===== src/rtl/async_fifo_wrapper_pkg.sv =====
// Shared helpers for the single-clock token FIFO.
// Pointer comparisons are written once here so the flag logic reads cleanly.
// Pointers are passed zero-extended to 32 bits; aw is the index width.
package async_fifo_wrapper_pkg;

  // Queue is empty when both pointers, wrap flag included, match.
  function automatic logic ptr_empty(input logic [31:0] wp, input logic [31:0] rp);
    return (wp == rp);
  endfunction

  // Queue is full when index bits match but the wrap flags differ.
  function automatic logic ptr_full(input logic [31:0] wp, input logic [31:0] rp,
                                    input int aw);
    logic [31:0] mask;
    mask = (32'd1 << aw) - 32'd1;
    return ((wp & mask) == (rp & mask)) && (wp[aw] != rp[aw]);
  endfunction

endpackage


===== src/rtl/async_fifo_wrapper_dpram.sv =====
// Simple dual-port array: synchronous write port, synchronous read port.
// Latency: read data appears one clk_i cycle after re_i; holds otherwise.
// No backpressure; the caller only enables accepted operations.
module fifo_dpram
  import async_fifo_wrapper_pkg::*;
#(
  parameter int ADDR_WIDTH = 3,
  parameter int DATA_WIDTH = 1
) (
  input  logic                  clk_i,
  input  logic                  rst_i,
  input  logic                  we_i,
  input  logic [ADDR_WIDTH-1:0] waddr_i,
  input  logic [DATA_WIDTH-1:0] wdata_i,
  input  logic                  re_i,
  input  logic [ADDR_WIDTH-1:0] raddr_i,
  output logic [DATA_WIDTH-1:0] rdata_o
);

  localparam int DEPTH = 2 ** ADDR_WIDTH;

  logic [DATA_WIDTH-1:0] r_mem [DEPTH];
  logic [DATA_WIDTH-1:0] r_rdata;

  // Storage write; contents are don't-care after reset, so no reset here.
  always_ff @(posedge clk_i) begin
    if (we_i) begin
      r_mem[waddr_i] <= wdata_i;
    end
  end

  // Registered read port; output clears on reset and holds when idle.
  always_ff @(posedge clk_i or posedge rst_i) begin
    if (rst_i) begin
      r_rdata <= '0;
    end else if (re_i) begin
      r_rdata <= r_mem[raddr_i];
    end
  end

  assign rdata_o = r_rdata;

endmodule


===== src/rtl/async_fifo_wrapper.sv =====
// Single-clock 2**ADDR_WIDTH-entry FIFO carrying DMA read-credit tokens.
// Latency: read data registered, valid one cycle after an accepted read.
// Writes while full are dropped and reads while empty ignored; flags registered.
module async_fifo_wrapper
  import async_fifo_wrapper_pkg::*;
#(
  parameter int ADDR_WIDTH = 3,
  parameter int DATA_WIDTH = 1
) (
  input  logic                  clk_i,
  input  logic                  asyn_reset_i,
  input  logic                  w_en_i,
  input  logic [DATA_WIDTH-1:0] w_din_i,
  input  logic                  r_en_i,
  output logic [DATA_WIDTH-1:0] r_dout_o,
  output logic                  w_full_o,
  output logic                  r_empty_o
);

  // Extra MSB on each pointer is the wrap flag separating full from empty.
  localparam int PW = ADDR_WIDTH + 1;

  logic [PW-1:0] r_w_ptr;
  logic [PW-1:0] r_r_ptr;
  logic          r_full;
  logic          r_empty;

  logic          w_w_acc;
  logic          w_r_acc;
  logic [PW-1:0] w_w_ptr_nxt;
  logic [PW-1:0] w_r_ptr_nxt;

  // Accepts use only registered flags, so w_en_i/r_en_i never reach the flags combinationally.
  assign w_w_acc     = w_en_i & ~r_full;
  assign w_r_acc     = r_en_i & ~r_empty;
  assign w_w_ptr_nxt = r_w_ptr + PW'(w_w_acc);
  assign w_r_ptr_nxt = r_r_ptr + PW'(w_r_acc);

  // Pointer advance and flag update from post-operation pointers.
  // asyn_reset_i is expected to deassert synchronously to clk_i upstream.
  always_ff @(posedge clk_i or posedge asyn_reset_i) begin
    if (asyn_reset_i) begin
      r_w_ptr <= '0;
      r_r_ptr <= '0;
      r_empty <= 1'b1;
      r_full  <= 1'b0;
    end else begin
      r_w_ptr <= w_w_ptr_nxt;
      r_r_ptr <= w_r_ptr_nxt;
      r_empty <= ptr_empty(32'(w_w_ptr_nxt), 32'(w_r_ptr_nxt));
      r_full  <= ptr_full(32'(w_w_ptr_nxt), 32'(w_r_ptr_nxt), ADDR_WIDTH);
    end
  end

  fifo_dpram #(
    .ADDR_WIDTH(ADDR_WIDTH),
    .DATA_WIDTH(DATA_WIDTH)
  ) u_mem (
    .clk_i  (clk_i),
    .rst_i  (asyn_reset_i),
    .we_i   (w_w_acc),
    .waddr_i(r_w_ptr[ADDR_WIDTH-1:0]),
    .wdata_i(w_din_i),
    .re_i   (w_r_acc),
    .raddr_i(r_r_ptr[ADDR_WIDTH-1:0]),
    .rdata_o(r_dout_o)
  );

  assign w_full_o  = r_full;
  assign r_empty_o = r_empty;

endmodule


===== config.mk =====
export PLATFORM = sky130hd
export DESIGN_NAME = async_fifo_wrapper
export DESIGN_NICKNAME = d
export VERILOG_FILES = /design/src/rtl/async_fifo_wrapper_pkg.sv /design/src/rtl/async_fifo_wrapper_dpram.sv /design/src/rtl/async_fifo_wrapper.sv
export SDC_FILE = /design/constraint.sdc
export NUM_CORES = 1
export LEC_CHECK = 0
export CORE_AREA = 2 2 43 45
export DETAILED_ROUTE_END_ITERATION = 10
export DIE_AREA = 0 0 45 47
export GPL_ROUTABILITY_DRIVEN = 0
export HOLD_SLACK_MARGIN = 0.06
export PLACE_DENSITY = 0.86
export SLEW_MARGIN = 40
export SYNTH_ARGS = -nofsm -noshare
export SYNTH_HDL_FRONTEND = slang
export SYNTH_SLANG_ARGS = --single-unit

===== constraint.sdc =====
create_clock -name clk_i -period 3.05 [get_ports clk_i]
set_input_delay 0.4575 -clock clk_i [delete_from_list [all_inputs] [get_ports clk_i]]
set_output_delay 0.4575 -clock clk_i [all_outputs]
set_load 0.005 [all_outputs]

---- After elaboration in Yosys (flattened, before gate mapping) ----
Memory sizes are Yosys's and may differ from the RTL's. A register that Yosys moved wholly into a read port is not among the register bits.
Index checks and enable logic that the tools add are counted.
storage, ports and cells
  memories ................................ 1
  input bits .............................. 5
  word-level logic and storage cells ...... 17
  register bits after elaboration ......... 10
  bits in writable memories ............... 8
memory list
  name         words  width  read ports  clocked after memory_dff  wr ports  line                            text
  u_mem.r_mem  8      1      1           1                         1         async_fifo_wrapper_dpram.sv:22  logic [DATA_WIDTH-1:0] r_mem [DEPTH];
operators by class
  reduce and logical (&&, ||, !) cells .... 1
  add/sub/neg operators ................... 2
  mux-type cells .......................... 2
  bitwise logic cells ..................... 4
  equality and inequality tests ........... 3
operators by type and width
  cell                                    number
  4-bit by 1-bit adder with 4-bit output  2
  4-bit equality test                     1
  3-bit equality test                     1
  1-bit AND                               2
  1-bit two-way mux                       2
  1-bit NOT                               2
  1-bit logical AND                       1
  1-bit != test                           1

---- Logic depth before layout (Yosys ltp) ----
  depth in word-level cells ............... 5
  mapped depth ............................ 7
  gate-level depth less buffers ........... 7

---- Modules after synthesis ----
A second synthesis with hierarchy kept.
unflattened totals
  cell total of the unflattened synthesis .. 64
  area, all modules ....................... 872.1 um^2
by module, submodules not included
  module              area an instance (um^2)  times used  cells each
  async_fifo_wrapper  460.4                    1           33
  fifo_dpram          411.6                    1           31

---- Worst setup path before layout ----
Ideal clock, no wire load.
  path type ............................... in2reg
  start point ............................. in r_en_i
  end point ............................... reg r_empty, in the netlist r_empty_o
  data required time ...................... 2.988 ns
  data arrival time ....................... 1.836 ns
  stages on the path ...................... 6
  path slack .............................. 1.152 ns
  library setup time ...................... 0.062 ns
  path through ............................ nor2b_1 ha_1 ha_1 xor2_4 or3_1 and3b_1
on the way
  word-level cells in the longest chain between the ends .. 3
ends and longest elaborated chain
  what                                    line                         text
  start, declared                         async_fifo_wrapper.sv:14     input logic r_en_i,
  1-bit AND                               async_fifo_wrapper.sv:35     assign w_r_acc = r_en_i & ~r_empty;
  4-bit by 1-bit adder with 4-bit output  async_fifo_wrapper.sv:37     assign w_r_ptr_nxt = r_r_ptr + PW'(w_r_acc);
  via w_r_ptr_nxt[1]                      async_fifo_wrapper.sv:31     logic [PW-1:0] w_r_ptr_nxt;
  4-bit equality test                     async_fifo_wrapper_pkg.sv:8  return (wp == rp);
  end signal, assigned                    async_fifo_wrapper.sv:50     r_empty <= ptr_empty(32'(w_w_ptr_nxt), 32'(w_r_ptr_nxt));
  end, declared                           async_fifo_wrapper.sv:26     logic r_empty;
The timed path passes the listed nets, and every way through them passes these cells.

---- Final worst setup path ----
  start point ............................. in r_en_i
  end point ............................... reg r_empty, in the netlist r_empty_o
on the way
  word-level cells in the longest chain between the ends .. 3
ends and longest elaborated chain
  what                                    line                            text
  1-bit AND                               async_fifo_wrapper.sv:35
  via u_mem.re_i                          async_fifo_wrapper_dpram.sv:15  input logic re_i,
  4-bit by 1-bit adder with 4-bit output  async_fifo_wrapper.sv:37
  via w_r_ptr_nxt[2]                      async_fifo_wrapper.sv:31
  4-bit equality test                     async_fifo_wrapper_pkg.sv:8
The timed path passes the listed nets, and every way through them passes these cells.

==> results.py <==
metrics = {
    "sta": {
        "setup_violations": 0,
        "fin_setup_tns_ns": 0,
        "fin_hold_ws_ns": 0.442,
        "clock_skew_ns": 0.00304,
        "max_freq_ghz": 0.450,
        "tightest_slew_ns": 0.427,
        "hold_viol": 0,
        "relSlewSlack_pct": 71.5,
        "drv_slew": 0,
        "finalCriticalPeriod_ns": 2.22,
        "rsz0062_at_grt": "no",
        "period_share_pct": 72.8,
    },
    "floorplanning": {
        "rows": 15,
        "core-area_sq_um": 1650,
        "ios": 8,
        "die_y_um": 47,
        "dieArea_sq_um": 2120,
        "start_util_pct": 52.4,
        "die_w_um": 45,
    },
    "yosys": {
        "syn_inst": 62,
        "synth-simple-area-share_pct": 15.2,
        "synth-compound-area-share_pct": 3.61,
        "ys_ff_latch": 19,
        "syn_area_per_cell_sq_um": 14.0,
        "muxShareOfSynthArea_pct": 4.91,
        "synth_top_family_by_area": "simple AND/OR/NAND/NOR gates",
        "seq_area_frac_synth_pct": 59.7,
        "synth_fa_ha_area_share_pct": 4.34,
        "synth_cell_types": 28,
        "yosys_warnings": 0,
        "synth_nets": 70,
        "synth_xor_xnor_area_share_pct": 11.0,
        "syn_area_sq_um": 866,
    },
    "global_route": {
        "gr-total-overflow": 0,
        "grt_pass1_vias": 489,
        "antenna_found_initial": 0,
        "track_usage_pct": 15.2,
        "grt_pass1_wl_um": 2140,
        "grt_max_degree": 12,
    },
    "run": {
        "maxCapViolations": 0,
    },
    "cells_and_area": {
        "drive_gt1_share_pct": 11.0,
        "mostFrequentLayoutCell": "dfrtp_1",
        "antennaDiodeCount": 0,
        "final_cell_mix": "dfrtp_1 (10), edfxtp_1 (8), clkdlybuf4s50_1 (7), xor2_1 (4), nor2_1 (4)",
        "area_growth_pct": 13.6,
        "fin_nets": 82,
        "stdcell_area_sq_um": 983,
    },
    "clock_tree": {
        "cts_hold_buf": 0,
        "ctsResizeCount": 0,
        "numCtsBuffers": 3,
        "clk_pin_slew_ns": 0.10,
        "cts_buffer_depth": 2,
        "cts_post_setup_buffers_inserted": 0,
        "clock_latency_ns": 0.30,
        "cts_max_level": 1,
        "root_buffer": "clkbuf_4",
        "numClockSinks": 19,
        "cts_tree": "yes",
    },
    "worst_setup_path": {
        "arrival_ns": 2.47,
        "endpoint_kind": "register",
        "critPathKind": "in2reg",
        "critPathLaunchType": "primary input",
        "cp_max_fo": 3,
        "crit_required_ns": 3.30,
    },
    "status": {
        "outcome": "completed",
    },
    "power_and_ir_drop": {
        "powerDensity_nw_per_um2": 948,
        "vdd_ir_drop_max_v": 0.000512,
        "p_leak_nw": 0.409,
    },
    "placement": {
        "port_buffers": 7,
        "dp_hpwl_um": 1000,
        "dpl-instance-area_sq_um": 957,
    },
    "detailed_routing": {
        "viasPerCell": 5.47,
        "wl_per_cell_um": 14.0,
        "ant_nets": 0,
        "drc": 0,
        "vias": 492,
        "first_pass_iters": 2,
        "drt_iter0_drc": 1,
        "drt-total-wl_um": 1260,
    },
    "hold_path": {
        "hold_path_class": "in2async",
    },
}
-- cells in the mapped netlist, drive strengths merged --
library cell,number,area share (%)
dfrtp,10,29
edfxtp,8,28
xor2,5,7.2
nor2,4,1.7
ha,3,4.3
inv,3,1.3
nand3,3,1.7
mux2i,2,2.3
nand2,2,0.87
nand2b,2,1.7
nand3b,2,2.2
nor3,2,1.2
nor3b,2,1.7
o21ai,2,1.2
or3,2,1.4
a21o,1,0.87
a21oi,1,0.58
and2b,1,0.87
and3b,1,1.0
dfstp,1,3.0
mux4,1,2.6
nor2b,1,0.72
o2111ai,1,1.0
xnor2,1,1.0
xor3,1,2.7
-- through the flow --
step                      cells  setup WS, ns  total power [mW]  util, %
after global routing         90         0.667              1.00     59.5
after floorplan              62          1.15             0.726        -
final                        90         0.829             0.933     59.5
after global placement       86         0.631             0.802     58.0
after CTS                    90         0.819             0.943     59.5
after detailed placement     86         0.518             0.822     58.0
-- flip-flops by register name, indices dropped and copies added (netlist names) --
signal	cells
u_mem.r_mem	8
r_empty_o	1
r_w_ptr	4
w_full_o	1
r_r_ptr	4
u_mem.rdata_o	1
-- metal layers --
layer | vias up | GRT usage [%] | wire length, um | share of wire (%)
met5 | - | 0 | 0 | 0
met3 | 5 | 1.15 | 23 | 1.8
met4 | 0 | 12.4 | 52 | 4.1
met2 | 7 | 26.9 | 653 | 52
met1 | 237 | 17.0 | 532 | 42
li1 | 243 | - | - | -
-- kinds of logic after synthesis --
logic type,Yosys count
and+or+nand+nor,22
DFF,19
xor gates and xnor gates,7
AOI/OAI and AO/OA,5
buffers and inverters,3
muxes,3
adders and majority gates,3
-- power breakdown --
group / total [mW] / internal [mW] / switching, mW
logic: 0.379 / 0.209 / 0.170
registers: 0.431 / 0.352 / 0.0788
clock network: 0.122 / 0.0510 / 0.0713
-- worst paths after layout --
path / to / depth (start not counted) / slack, ns / from
min reg2reg: r_r_ptr[3] / 1 / 0.52 / r_r_ptr[3]
min in group clk_i: r_r_ptr[3] / 1 / 0.52 / r_r_ptr[3]
max in group asynchronous: r_empty_o / 2 / 2.28 / asyn_reset_i
min: r_r_ptr[3] / 2 / 0.44 / asyn_reset_i
max: r_empty_o / 8 / 0.83 / r_en_i
max reg2reg: r_empty_o / 7 / 1.03 / r_empty_o
-- final cells by class --
cell class,instances,area [sq um]
clock buffer,4,26.3
fill,130,668
inverter,3,11.3
multi-input combinational,40,338
sequential,19,517
tap,17,21.3
timing repair buffer,7,70.1
-- critical path, cell delays in order --
cell and delay (ns):
clkdlybuf4s50_1 0.46, nor2b_1 0.22, ha_1 0.21, ha_1 0.16, xor2_1 0.27, xor2_1 0.11
or3_1 0.37, and3b_1 0.21
No activity file was read; power rests on OpenSTA's default activity.
